`src/rtl/mem_port_arbiter_pkg.sv`:
```
// Shared definitions for the unified-memory port arbiter: FSM state encoding and byte-strobe constants.
package mem_port_arbiter_pkg;

  typedef enum logic [1:0] {
    IDLE    = 2'd0,
    IF_BUSY = 2'd1,
    DM_BUSY = 2'd2,
    IF_DROP = 2'd3
  } arb_state_e;

  localparam logic [3:0] STRB_BYTE = 4'b0001;
  localparam logic [3:0] STRB_HALF = 4'b0011;
  localparam logic [3:0] STRB_WORD = 4'b1111;

endpackage

```
`src/rtl/arb_sat_counter.sv`:
```
// Saturating up-counter with enable and async active-low clear.
// Used for the wait-cycle statistics, so it only exists when ARB_STATS_EN is defined.
`ifdef ARB_STATS_EN
module arb_sat_counter #(
  parameter int W = 32
) (
  input  logic         clk,
  input  logic         rst,
  input  logic         en,
  output logic [W-1:0] cnt
);

  logic [W-1:0] cnt_q, cnt_d;

  always_comb begin
    cnt_d = cnt_q;
    if (en && (cnt_q != '1)) cnt_d = cnt_q + 1'b1;
  end

  always_ff @(posedge clk or negedge rst) begin
    if (!rst) cnt_q <= '0;
    else      cnt_q <= cnt_d;
  end

  assign cnt = cnt_q;

endmodule
`endif

```
`src/rtl/mem_port_arbiter.sv`:
```
// Arbitrates one single-ported memory between instruction fetch and the data stage (data has priority).
// Optional ARB_STATS_EN adds per-requester saturating wait-cycle counters.
module mem_port_arbiter
  import mem_port_arbiter_pkg::*;
#(
  parameter int ADDR_W = 32,
  parameter int DATA_W = 32
) (
  input  logic                  clk,
  input  logic                  rst,
`ifdef ARB_STATS_EN
  output logic [31:0]           if_wait_cnt,
  output logic [31:0]           dm_wait_cnt,
`endif
  input  logic                  if_req,
  input  logic [ADDR_W-1:0]     if_addr,
  input  logic                  if_flush,
  output logic [DATA_W-1:0]     if_rdata,
  output logic                  if_valid,
  output logic                  if_stall,
  input  logic                  dm_req,
  input  logic [DATA_W/8-1:0]   dm_we,
  input  logic [ADDR_W-1:0]     dm_addr,
  input  logic [DATA_W-1:0]     dm_wdata,
  output logic [DATA_W-1:0]     dm_rdata,
  output logic                  dm_valid,
  output logic                  dm_stall,
  output logic                  mem_req,
  output logic [DATA_W/8-1:0]   mem_we,
  output logic [ADDR_W-1:0]     mem_addr,
  output logic [DATA_W-1:0]     mem_wdata,
  input  logic [DATA_W-1:0]     mem_rdata,
  input  logic                  mem_ready
);

  localparam int STRB_W = DATA_W / 8;

  arb_state_e          state_q, state_d;
  logic                mem_req_q, mem_req_d;
  logic [STRB_W-1:0]   mem_we_q, mem_we_d;
  logic [ADDR_W-1:0]   mem_addr_q, mem_addr_d;
  logic [DATA_W-1:0]   mem_wdata_q, mem_wdata_d;
  logic                regrant, if_ok, dm_ok;

  // Completion responses are combinational so the pipeline sees data in the mem_ready cycle.
  always_comb begin
    if_valid = (state_q == IF_BUSY) && mem_ready && !if_flush;
    dm_valid = (state_q == DM_BUSY) && mem_ready;
    if_rdata = if_valid ? mem_rdata : '0;
    dm_rdata = (dm_valid && (mem_we_q == '0)) ? mem_rdata : '0;
    if_stall = if_req && !if_valid;
    dm_stall = dm_req && !dm_valid;
  end

  always_comb begin
    state_d     = state_q;
    mem_we_d    = mem_we_q;
    mem_addr_d  = mem_addr_q;
    mem_wdata_d = mem_wdata_q;
    regrant     = 1'b0;
    if_ok       = 1'b1;
    dm_ok       = 1'b1;

    unique case (state_q)
      IDLE:    regrant = 1'b1;
      IF_BUSY: begin
        if (mem_ready) begin
          regrant = 1'b1;
          if_ok   = 1'b0;
        end else if (if_flush) begin
          state_d = IF_DROP;
        end
      end
      IF_DROP: begin
        regrant = mem_ready;
        if_ok   = 1'b0;
      end
      DM_BUSY: begin
        regrant = mem_ready;
        dm_ok   = 1'b0;
      end
    endcase

    // The requester that just completed is excluded so the other one gets the port directly.
    if (regrant) begin
      state_d = IDLE;
      if (dm_req && dm_ok) begin
        state_d     = DM_BUSY;
        mem_we_d    = dm_we;
        mem_addr_d  = dm_addr;
        mem_wdata_d = dm_wdata;
      end else if (if_req && !if_flush && if_ok) begin
        state_d    = IF_BUSY;
        mem_we_d   = '0;
        mem_addr_d = if_addr;
      end
    end

    mem_req_d = (state_d != IDLE);
  end

  always_ff @(posedge clk or negedge rst) begin
    if (!rst) begin
      state_q     <= IDLE;
      mem_req_q   <= 1'b0;
      mem_we_q    <= '0;
      mem_addr_q  <= '0;
      mem_wdata_q <= '0;
    end else begin
      state_q     <= state_d;
      mem_req_q   <= mem_req_d;
      mem_we_q    <= mem_we_d;
      mem_addr_q  <= mem_addr_d;
      mem_wdata_q <= mem_wdata_d;
    end
  end

  assign mem_req   = mem_req_q;
  assign mem_we    = mem_we_q;
  assign mem_addr  = mem_addr_q;
  assign mem_wdata = mem_wdata_q;

`ifdef ARB_STATS_EN
  arb_sat_counter #(.W(32)) u_if_wait_cnt (
    .clk (clk),
    .rst (rst),
    .en  (if_stall),
    .cnt (if_wait_cnt)
  );

  arb_sat_counter #(.W(32)) u_dm_wait_cnt (
    .clk (clk),
    .rst (rst),
    .en  (dm_stall),
    .cnt (dm_wait_cnt)
  );
`endif

endmodule

```
`config.mk`:
```
export PLATFORM = sky130hd
export DESIGN_NAME = mem_port_arbiter
export DESIGN_NICKNAME = d
export VERILOG_FILES = /design/src/rtl/mem_port_arbiter_pkg.sv /design/src/rtl/arb_sat_counter.sv /design/src/rtl/mem_port_arbiter.sv
export SDC_FILE = /design/constraint.sdc
export NUM_CORES = 1
export LEC_CHECK = 0
export CAP_MARGIN = 20
export CORE_AREA = 2 2 105 107
export DETAILED_ROUTE_END_ITERATION = 8
export DIE_AREA = 0 0 107 109
export GPL_TIMING_DRIVEN = 1
export PLACE_DENSITY = 0.82
export SKIP_CTS_REPAIR_TIMING = 1
export SYNTH_ARGS = -nofsm -noshare
export SYNTH_HDL_FRONTEND = slang
export SYNTH_SLANG_ARGS = --single-unit
```
`constraint.sdc`:
```
create_clock -name clk -period 3.3 [get_ports clk]
set_clock_uncertainty 0.2 [all_clocks]
set_input_delay 0.495 -clock clk [delete_from_list [all_inputs] [get_ports clk]]
set_output_delay 0.495 -clock clk [all_outputs]
set_load 0.005 [all_outputs]
```
==> results of run 1 <==
## worst register-to-register path, delay by kind of cell (launching register included)
family,cells,cell delay (ns)
AND/OR/NAND/NOR,3,1.20
flip-flops,1,0.43
AO/OA/AOI/OAI,1,0.19
## cell families (layout without fill, tap and decap cells)
kind of cell           count (synthesis)  after routing  synth area share
DFF                                   71             71             0.490
and+or+nand+nor                      208            208             0.283
buffers and inverters                 29            298            0.0418
muxes                                 32             32            0.0884
AOI/OAI and AO/OA                     42             42            0.0967
## layout by cell type (no fill, tap or decap), drive strengths merged
master	Yosys	layout
a22o	4	4
clkinv	0	2
clkinvlp	0	2
nand2	97	97
a21oi	2	2
nor4b	1	1
clkdlybuf4s50	0	273
bufinv	0	2
o22a	1	1
o21ai	32	32
inv	2	2
a211o	1	1
nor2b	1	1
o31ai	1	1
dfrtp	71	71
clkbuf	10	10
mux2i	32	32
buf	17	7
and3	1	1
nor2	4	4
or4	1	1
nand2b	3	3
and2	66	66
o21bai	1	1
nand3	33	33
or2	1	1
## Yosys cell counts, drive strengths merged, types with 2 or more instances
cell and n:
mux2i 32, nor2 4, a21oi 2, nand2b 3, dfrtp 71, nand3 33, o21ai 32, buf 17
a22o 4, and2 66, clkbuf 10, inv 2, nand2 97
## metrics by stage
| stage | utilization | area [µm²] | setup slack, ns | power, mW |
|---|---|---|---|---|
| detailed placement | 0.611 | 6480 | 0.218 | 2.59 |
| global route | 0.631 | 6700 | 0.0869 | 3.51 |
| global placement | 0.611 | 6480 | 0.273 | 2.55 |
| floorplan | - | 3620 | 1.24 | 1.73 |
| CTS | 0.631 | 6700 | 0.167 | 3.35 |
| finish | 0.631 | 6700 | 0.220 | 3.30 |
## power breakdown
group	switching, mW	internal [mW]	leakage (nW)
clock network	0.319	0.423	0.102
registers	0.139	1.11	0.874
logic	0.516	0.794	2.02
## per-layer routing
metal  track usage  vias to the layer above  wire length [µm]
li1              -                     1794                 -
met1         0.214                     1688              4280
met2         0.404                      176              6700
met3        0.0472                       22               909
met4        0.0937                        0               326
met5             0                        -                 0
## area by class of cell
type / instances / area share
Clock inverter: 6 / 0.0127
Multi-Input combinational cell: 282 / 0.256
Tap cell: 140 / 0.0262
Clock buffer: 10 / 0.0191
Timing Repair Buffer: 280 / 0.420
Sequential cell: 71 / 0.265
Inverter: 2 / 0.00112
## worst paths after layout
| check | startpoint | to | slack, ns | depth (start not counted) |
|---|---|---|---|---|
| worst min-delay path | rst | mem_wdata[4]$_DFFE_PN0P_ | 0.06 | 1 |
| max in group asynchronous | rst | mem_addr[6]$_DFFE_PN0P_ | 2.25 | 1 |
| worst max register to register | state_q[0]$_DFF_PN0_ | mem_addr[1]$_DFFE_PN0P_ | 1.13 | 4 |
| min in group clk | mem_wdata[2]$_DFFE_PN0P_ | mem_wdata[2]$_DFFE_PN0P_ | 0.27 | 2 |
| worst max-delay path | mem_we[0]$_DFFE_PN0P_ | dm_rdata[15] | 0.22 | 5 |
| worst min register to register | mem_wdata[2]$_DFFE_PN0P_ | mem_wdata[2]$_DFFE_PN0P_ | 0.27 | 2 |
## sequential cells by signal, summed over array words and instances (netlist names)
name	count
mem_addr	32
state_q	2
mem_req	1
mem_wdata	32
mem_we	4
==> metrics.txt, run 1 <==
Final Setup Violations 0; Sequential cell area 0.00178 mm²; Synth area leaders dfrtp_1 (49%), and2_1 (11%), nand2_1 (10%); H-tree Lvls 3; placed cells 775; library cells used by synthesis 26; num ports 275; GRT Resource Usage Total 0.209; crit path launch type register; Iteration-0 DRC Markers 167; CP bufs+invs 2; Max-Cap Viols 0; RSZ-0062 raised after global routing false; Final ANT Viol Nets 0; DP HPWL 9660 µm; Fin Setup TNS 0 ns; Cells after Synth 382; drt via density 4.65; outcome completed; worst-path fanout max 32; CP Data Required Time 2.60 ns; worst skew pair latency 0.34 ns; Setup CP Type reg -> out; Synth async-reset ratio 1.00; CP max stage delay 0.59 ns; crit path DAT 2.39 ns; synthesized cell area 0.00362 mm²; Port Buf Inserts 274; vias in the first global route 3767; final global-route overflow total 0; Slew @ Worst Pin 1.05 ns; Worst slew margin 0.298; CTS tree built; worst vdd ir 0.256 mV; WL/cell 15.4 µm; Mean Syn Cell Area 9.49 µm²; # DRC 0; FILL cells 880; Yosys top cell area share 0.490; area of the multi-input gates 0.00171 mm²; PwrDens 493 mW/mm²; DIE AREA 0.0117 mm²; Post-synth EDFFs 0; starting density of the core 0.342; Clock Pin Slew Worst Setup and Hold Paths 0.08 ns; Layout area overhead 84.8%; crit path time final 3.08 ns; final net count 784; P_leak 2.99 nW; final period utilization 0.933; layout cells sized above 1 0.0876; Placement Rows 38; final hold viol count 0; Crit. End Element output pin; Post-Syn Nets 520; clock root cell clkbuf_8; fin. max-slew vios 0; DR pass1 iterations 5; Max Freq 325 MHz; Yosys top cell by area dfrtp_1; first-pass GRT wire length 18900 µm; delay-heaviest family, CP simple AND/OR/NAND/NOR gates; via count 3680; hold slack 0.0600 ns; Post-Route WL 12200 µm; die extent in y 109 µm; antenna cells 0; ys flop type dfrtp_1; routability cong. 0.871; Yosys reg bits 71; Die X 107 µm; clk sinks 71; number of buffers created by CTS 9; Final Non-Filler Cells 791; CP max stage cell or4_1; largest net degree at the start of global routing 72; clock buffer depth 2; register area share after synthesis 0.490; initial antenna violation count 0; worst path cell trace or4_1 -> nor2_1 -> buf_12 -> and2_1 -> clkdlybuf4s50_1; worst hold path type in -> async; Yosys warning count 0; CORE AREA 0.0106 mm²
Power figures use the tool's default switching activity.
==> run 2: changes to the inputs <==
--- a/config.mk
+++ b/config.mk
@@ -11,6 +11,7 @@
 export DIE_AREA = 0 0 107 109
 export GPL_TIMING_DRIVEN = 1
 export PLACE_DENSITY = 0.82
+export RECOVER_POWER = 25
 export SKIP_CTS_REPAIR_TIMING = 1
 export SYNTH_ARGS = -nofsm -noshare
 export SYNTH_HDL_FRONTEND = slang
==> metrics.txt, run 2 (synthesis gave the netlist of run 1 again) <==
routability cong. 0.871; clk sinks 71; final net count 784; hold slack 0.274 ns; starting density of the core 0.342; CTS tree built; via count 3672; crit path DAT 2.38 ns; Clock Pin Slew Worst Setup and Hold Paths 0.07 ns; worst-path fanout max 32; DIE AREA 0.0117 mm²; Fin Setup TNS 0 ns; clock root cell clkbuf_8; Die X 107 µm; final global-route overflow total 0; P_leak 2.99 nW; outcome finished with violations; most frequent cells in the layout clkdlybuf4s50_1 (273), nand2_1 (96), dfrtp_1 (71), and2_1 (65); Final Setup Violations 0; DR pass1 iterations 7; fin. max-slew vios 72; clock buffer depth 2; antenna cells 0; Layout area overhead 84.7%; drt via density 4.64; worst skew pair latency 0.34 ns; final hold viol count 0; worst path cell trace or4_1 -> nor2_1 -> buf_12 -> and2_1 -> clkdlybuf4s50_1; final design area excluding fillers 0.00669 mm²; CORE AREA 0.0106 mm²; min-delay src mem_wdata[2]$_DFFE_PN0P_; Worst Setup SP mem_we[0]$_DFFE_PN0P_; Placement Rows 38; RSZ-0062 raised after global routing false; Final ANT Viol Nets 0; WL/cell 15.4 µm; worst vdd ir 0.257 mV; pre-CTS setup slack 0.218 ns; first-pass GRT wire length 18900 µm; Worst slew margin -0.160; die extent in y 109 µm; Slew @ Worst Pin 1.74 ns; layout cells sized above 1 0.0876; Core Util, Final 0.631; Post-Route WL 12200 µm; delay-heaviest family, CP simple AND/OR/NAND/NOR gates; Setup CP Type reg -> out; final period utilization 0.933; Iteration-0 DRC Markers 166; placed cell area 0.00648 mm²; number of buffers created by CTS 9; crit path time final 3.08 ns; Max-Cap Viols 1; PnR worst setup slack 0.220 ns; CP max stage cell or4_1; crit path launch type register; placed cells 775; CP bufs+invs 2; worst hold path type reg -> reg; DP HPWL 9660 µm; vias in the first global route 3767; Max Freq 325 MHz; GRT Resource Usage Total 0.209; initial antenna violation count 0; most common cell after layout, fill and taps aside clkdlybuf4s50_1; # DRC 0; reg2reg start state_q[0]$_DFF_PN0_; Overall Power 3.30 mW; Crit. End Element output pin; CP max stage delay 0.59 ns; Port Buf Inserts 274; PwrDens 493 mW/mm²; FILL cells 881; Final Non-Filler Cells 791; largest net degree at the start of global routing 72; failing checks capacitance limit, slew limit; num ports 275; H-tree Lvls 3; CP Data Required Time 2.60 ns
[run 2: changes by cell type in the layout (fill, tap and decap cells not counted), sizes merged]
cell    change
buf         -1
clkbuf      +1
[run 2: layout make-up]
class	count	area (µm²)	area share
inverter	2	7.51	0.00112
sequential	71	1780	0.265
tap	140	175	0.0262
clock inverter	6	85.1	0.0127
multi-input combinational	282	1710	0.256
timing repair buffer	280	2810	0.420
clock buffer	10	128	0.0191
[run 2: power breakdown]
| group | internal (mW) | leakage [nW] | switching (mW) |
|---|---|---|---|
| registers | 1.11 | 0.874 | 0.139 |
| logic | 0.793 | 2.02 | 0.516 |
| clock network | 0.423 | 0.102 | 0.320 |
[run 2: final timing paths]
path                            cells after the start                        to  slack (ns)
worst max-delay path                                5              dm_rdata[15]        0.22
worst min-delay path                                2  mem_wdata[2]$_DFFE_PN0P_        0.27
worst max register to register                      4   mem_addr[1]$_DFFE_PN0P_        1.13
worst min register to register                      2  mem_wdata[2]$_DFFE_PN0P_        0.27
max in group asynchronous                           1   mem_addr[6]$_DFFE_PN0P_        1.45
min in group asynchronous                           1  mem_wdata[4]$_DFFE_PN0P_        0.40
[run 2: worst reg2reg max path, cell delays in order (launching register included)]
cell      delay (ns)
dfrtp_1         0.43
nand2b_1        0.24
nand3_2         0.12
and2_2          0.84
o21ai_1         0.19
[run 2: per-layer routing]
metal	wire length [µm]	part of all wire	GRT usage	vias up
li1	-	-	-	1794
met1	4290	0.35	0.214	1687
met2	6700	0.55	0.404	169
met3	901	0.074	0.0472	22
met4	326	0.027	0.0937	0
met5	0	0	0	-
==> run 3: changes to the inputs <==
--- a/config.mk
+++ b/config.mk
@@ -6,11 +6,11 @@
 export NUM_CORES = 1
 export LEC_CHECK = 0
 export CAP_MARGIN = 20
-export CORE_AREA = 2 2 105 107
+export CORE_MARGIN = 4
+export CORE_UTILIZATION = 37
 export DETAILED_ROUTE_END_ITERATION = 8
-export DIE_AREA = 0 0 107 109
 export GPL_TIMING_DRIVEN = 1
-export PLACE_DENSITY = 0.82
+export PLACE_DENSITY = 0.87
 export RECOVER_POWER = 25
 export SKIP_CTS_REPAIR_TIMING = 1
 export SYNTH_ARGS = -nofsm -noshare
==> metrics.txt, run 3 (synthesis gave the netlist of run 1 again) <==
DR pass1 iterations 4; Setup CP Type in -> out; P_leak 3.00 nW; RSZ-0062 raised after global routing false; number of buffers created by CTS 9; DP HPWL 10400 µm; crit path launch type input pin; starting density of the core 0.387; pre-CTS setup slack 0.207 ns; Core Util, Final 0.712; worst-path fanout max 32; Max Freq 326 MHz; Post-Route WL 12900 µm; Final Non-Filler Cells 782; Final Setup Violations 0; Worst R2R End mem_addr[0]$_DFFE_PN0P_; CP max stage cell clkdlybuf4s50_1; Port Buf Inserts 274; # DRC 0; worst vdd ir 0.288 mV; hold slack 0.278 ns; drt via density 4.73; sw frac 0.302; CP Data Required Time 2.60 ns; delay-heaviest family, CP buffers and inverters; Max-Cap Viols 1; CP bufs+invs 4; clk sinks 71; clock share of power 0.212; final period utilization 0.930; crit path DAT 2.37 ns; worst hold endpoint mem_wdata[29]$_DFFE_PN0P_; Worst slew margin -0.171; clock root cell clkbuf_8; CP most frequent cell clkdlybuf4s50_1; reg2reg start state_q[0]$_DFF_PN0_; most common cell after layout, fill and taps aside clkdlybuf4s50_1; Sequential cell area 0.00178 mm²; largest net degree at the start of global routing 72; Clock Pin Slew Worst Setup and Hold Paths 0.08 ns; Seq pwr share 0.383; final hold viol count 0; via count 3699; WL/cell 16.6 µm; CTS tree built; Crit. End Element output pin; worst path cell trace clkdlybuf4s50_1 -> inv_1 -> or2_1 -> nor2_1 -> buf_12 -> and2_1 -> clkdlybuf4s50_1; most frequent cells in the layout clkdlybuf4s50_1 (273), nand2_1 (96), dfrtp_1 (71), and2_1 (65); Die X 107 µm; CORE AREA 0.00937 mm²; DIE AREA 0.0114 mm²; Hold Path Stages 2; final net count 786; reg-to-reg slack, setup 1.11 ns; vias in the first global route 3705; layout cells sized above 1 0.0919; Final ANT Viol Nets 0; Layout area overhead 84.3%; FILL cells 732; PnR worst setup slack 0.230 ns; fin. max-slew vios 72; Slew @ Worst Pin 1.76 ns; die extent in y 107 µm; min-delay src mem_wdata[29]$_DFFE_PN0P_; GRT Resource Usage Total 0.219; area of the multi-input gates 0.00171 mm²; H-tree Lvls 3; final global-route overflow total 0; Global Route met1 Usage 0.221; Iteration-0 DRC Markers 184; crit path time final 3.07 ns; worst hold path type reg -> reg; Most Used Layer, Global Route met2; initial antenna violation count 0; routability cong. 0.813; P_sw 0.981 mW; placed cells 766; worst skew pair latency 0.33 ns; GR Util met2 0.421; PwrDens 487 mW/mm²; CP max stage delay 0.51 ns; Placement Rows 35; FF-to-FF path depth 4; met3 usage 0.0620; num ports 275; Fin Setup TNS 0 ns; Gate power share 0.405; failing checks capacitance limit, slew limit; outcome finished with violations; Pint 2.27 mW; first-pass GRT wire length 19500 µm; clock buffer depth 2; antenna cells 0
-- run 3: per-layer routing --
metal | routed length, µm | vias to the layer above
met5 | 0 | -
met4 | 348 | 0
met3 | 1040 | 24
met2 | 7180 | 161
met1 | 4380 | 1723
li1 | - | 1791
-- run 3: area by class of cell --
class                   instances  area share
inverters                       2     0.00112
multi-input cells             282       0.257
flip-flops and latches         71       0.266
well taps                     129      0.0242
clock inverters                 6     0.00900
repair buffers                282       0.422
clock buffers                  10      0.0206
-- run 3: worst register-to-register path: stages (launching register included) --
cell      delay (ns)
dfrtp_1         0.43
nand2b_1        0.24
nand3_2         0.11
and2_2          0.82
o21ai_1         0.23
-- run 3: power by group through the flow --
stage	combinational (mW)	sequential [mW]	clock (mW)
after floorplan	0.461	1.27	0
after detailed placement	1.34	1.26	0
final	1.32	1.24	0.690
after CTS	1.35	1.25	0.709
after global placement	1.31	1.24	0
after global routing	1.43	1.28	0.742
-- run 3: per-stage QoR --
stage / power, mW / area (µm²)
2_1_floorplan: 1.73 / 3620
3_3_place_gp: 2.55 / 6490
3_5_place_dp: 2.60 / 6490
4_1_cts: 3.30 / 6690
5_1_grt: 3.45 / 6680
6_report: 3.25 / 6680
-- run 3: worst max-delay path by stage --
stage / end / slack, ns / start / depth (start not counted)
2_1_floorplan: dm_rdata[10] / 1.24 / mem_we[1]$_DFFE_PN0P_ / 4
3_3_place_gp: if_rdata[26] / 0.30 / mem_ready / 7
3_5_place_dp: dm_rdata[5] / 0.21 / mem_ready / 7
4_1_cts: dm_rdata[5] / 0.20 / mem_we[1]$_DFFE_PN0P_ / 5
5_1_grt: dm_rdata[1] / 0.12 / state_q[0]$_DFF_PN0_ / 6
6_report: dm_rdata[5] / 0.23 / mem_ready / 7
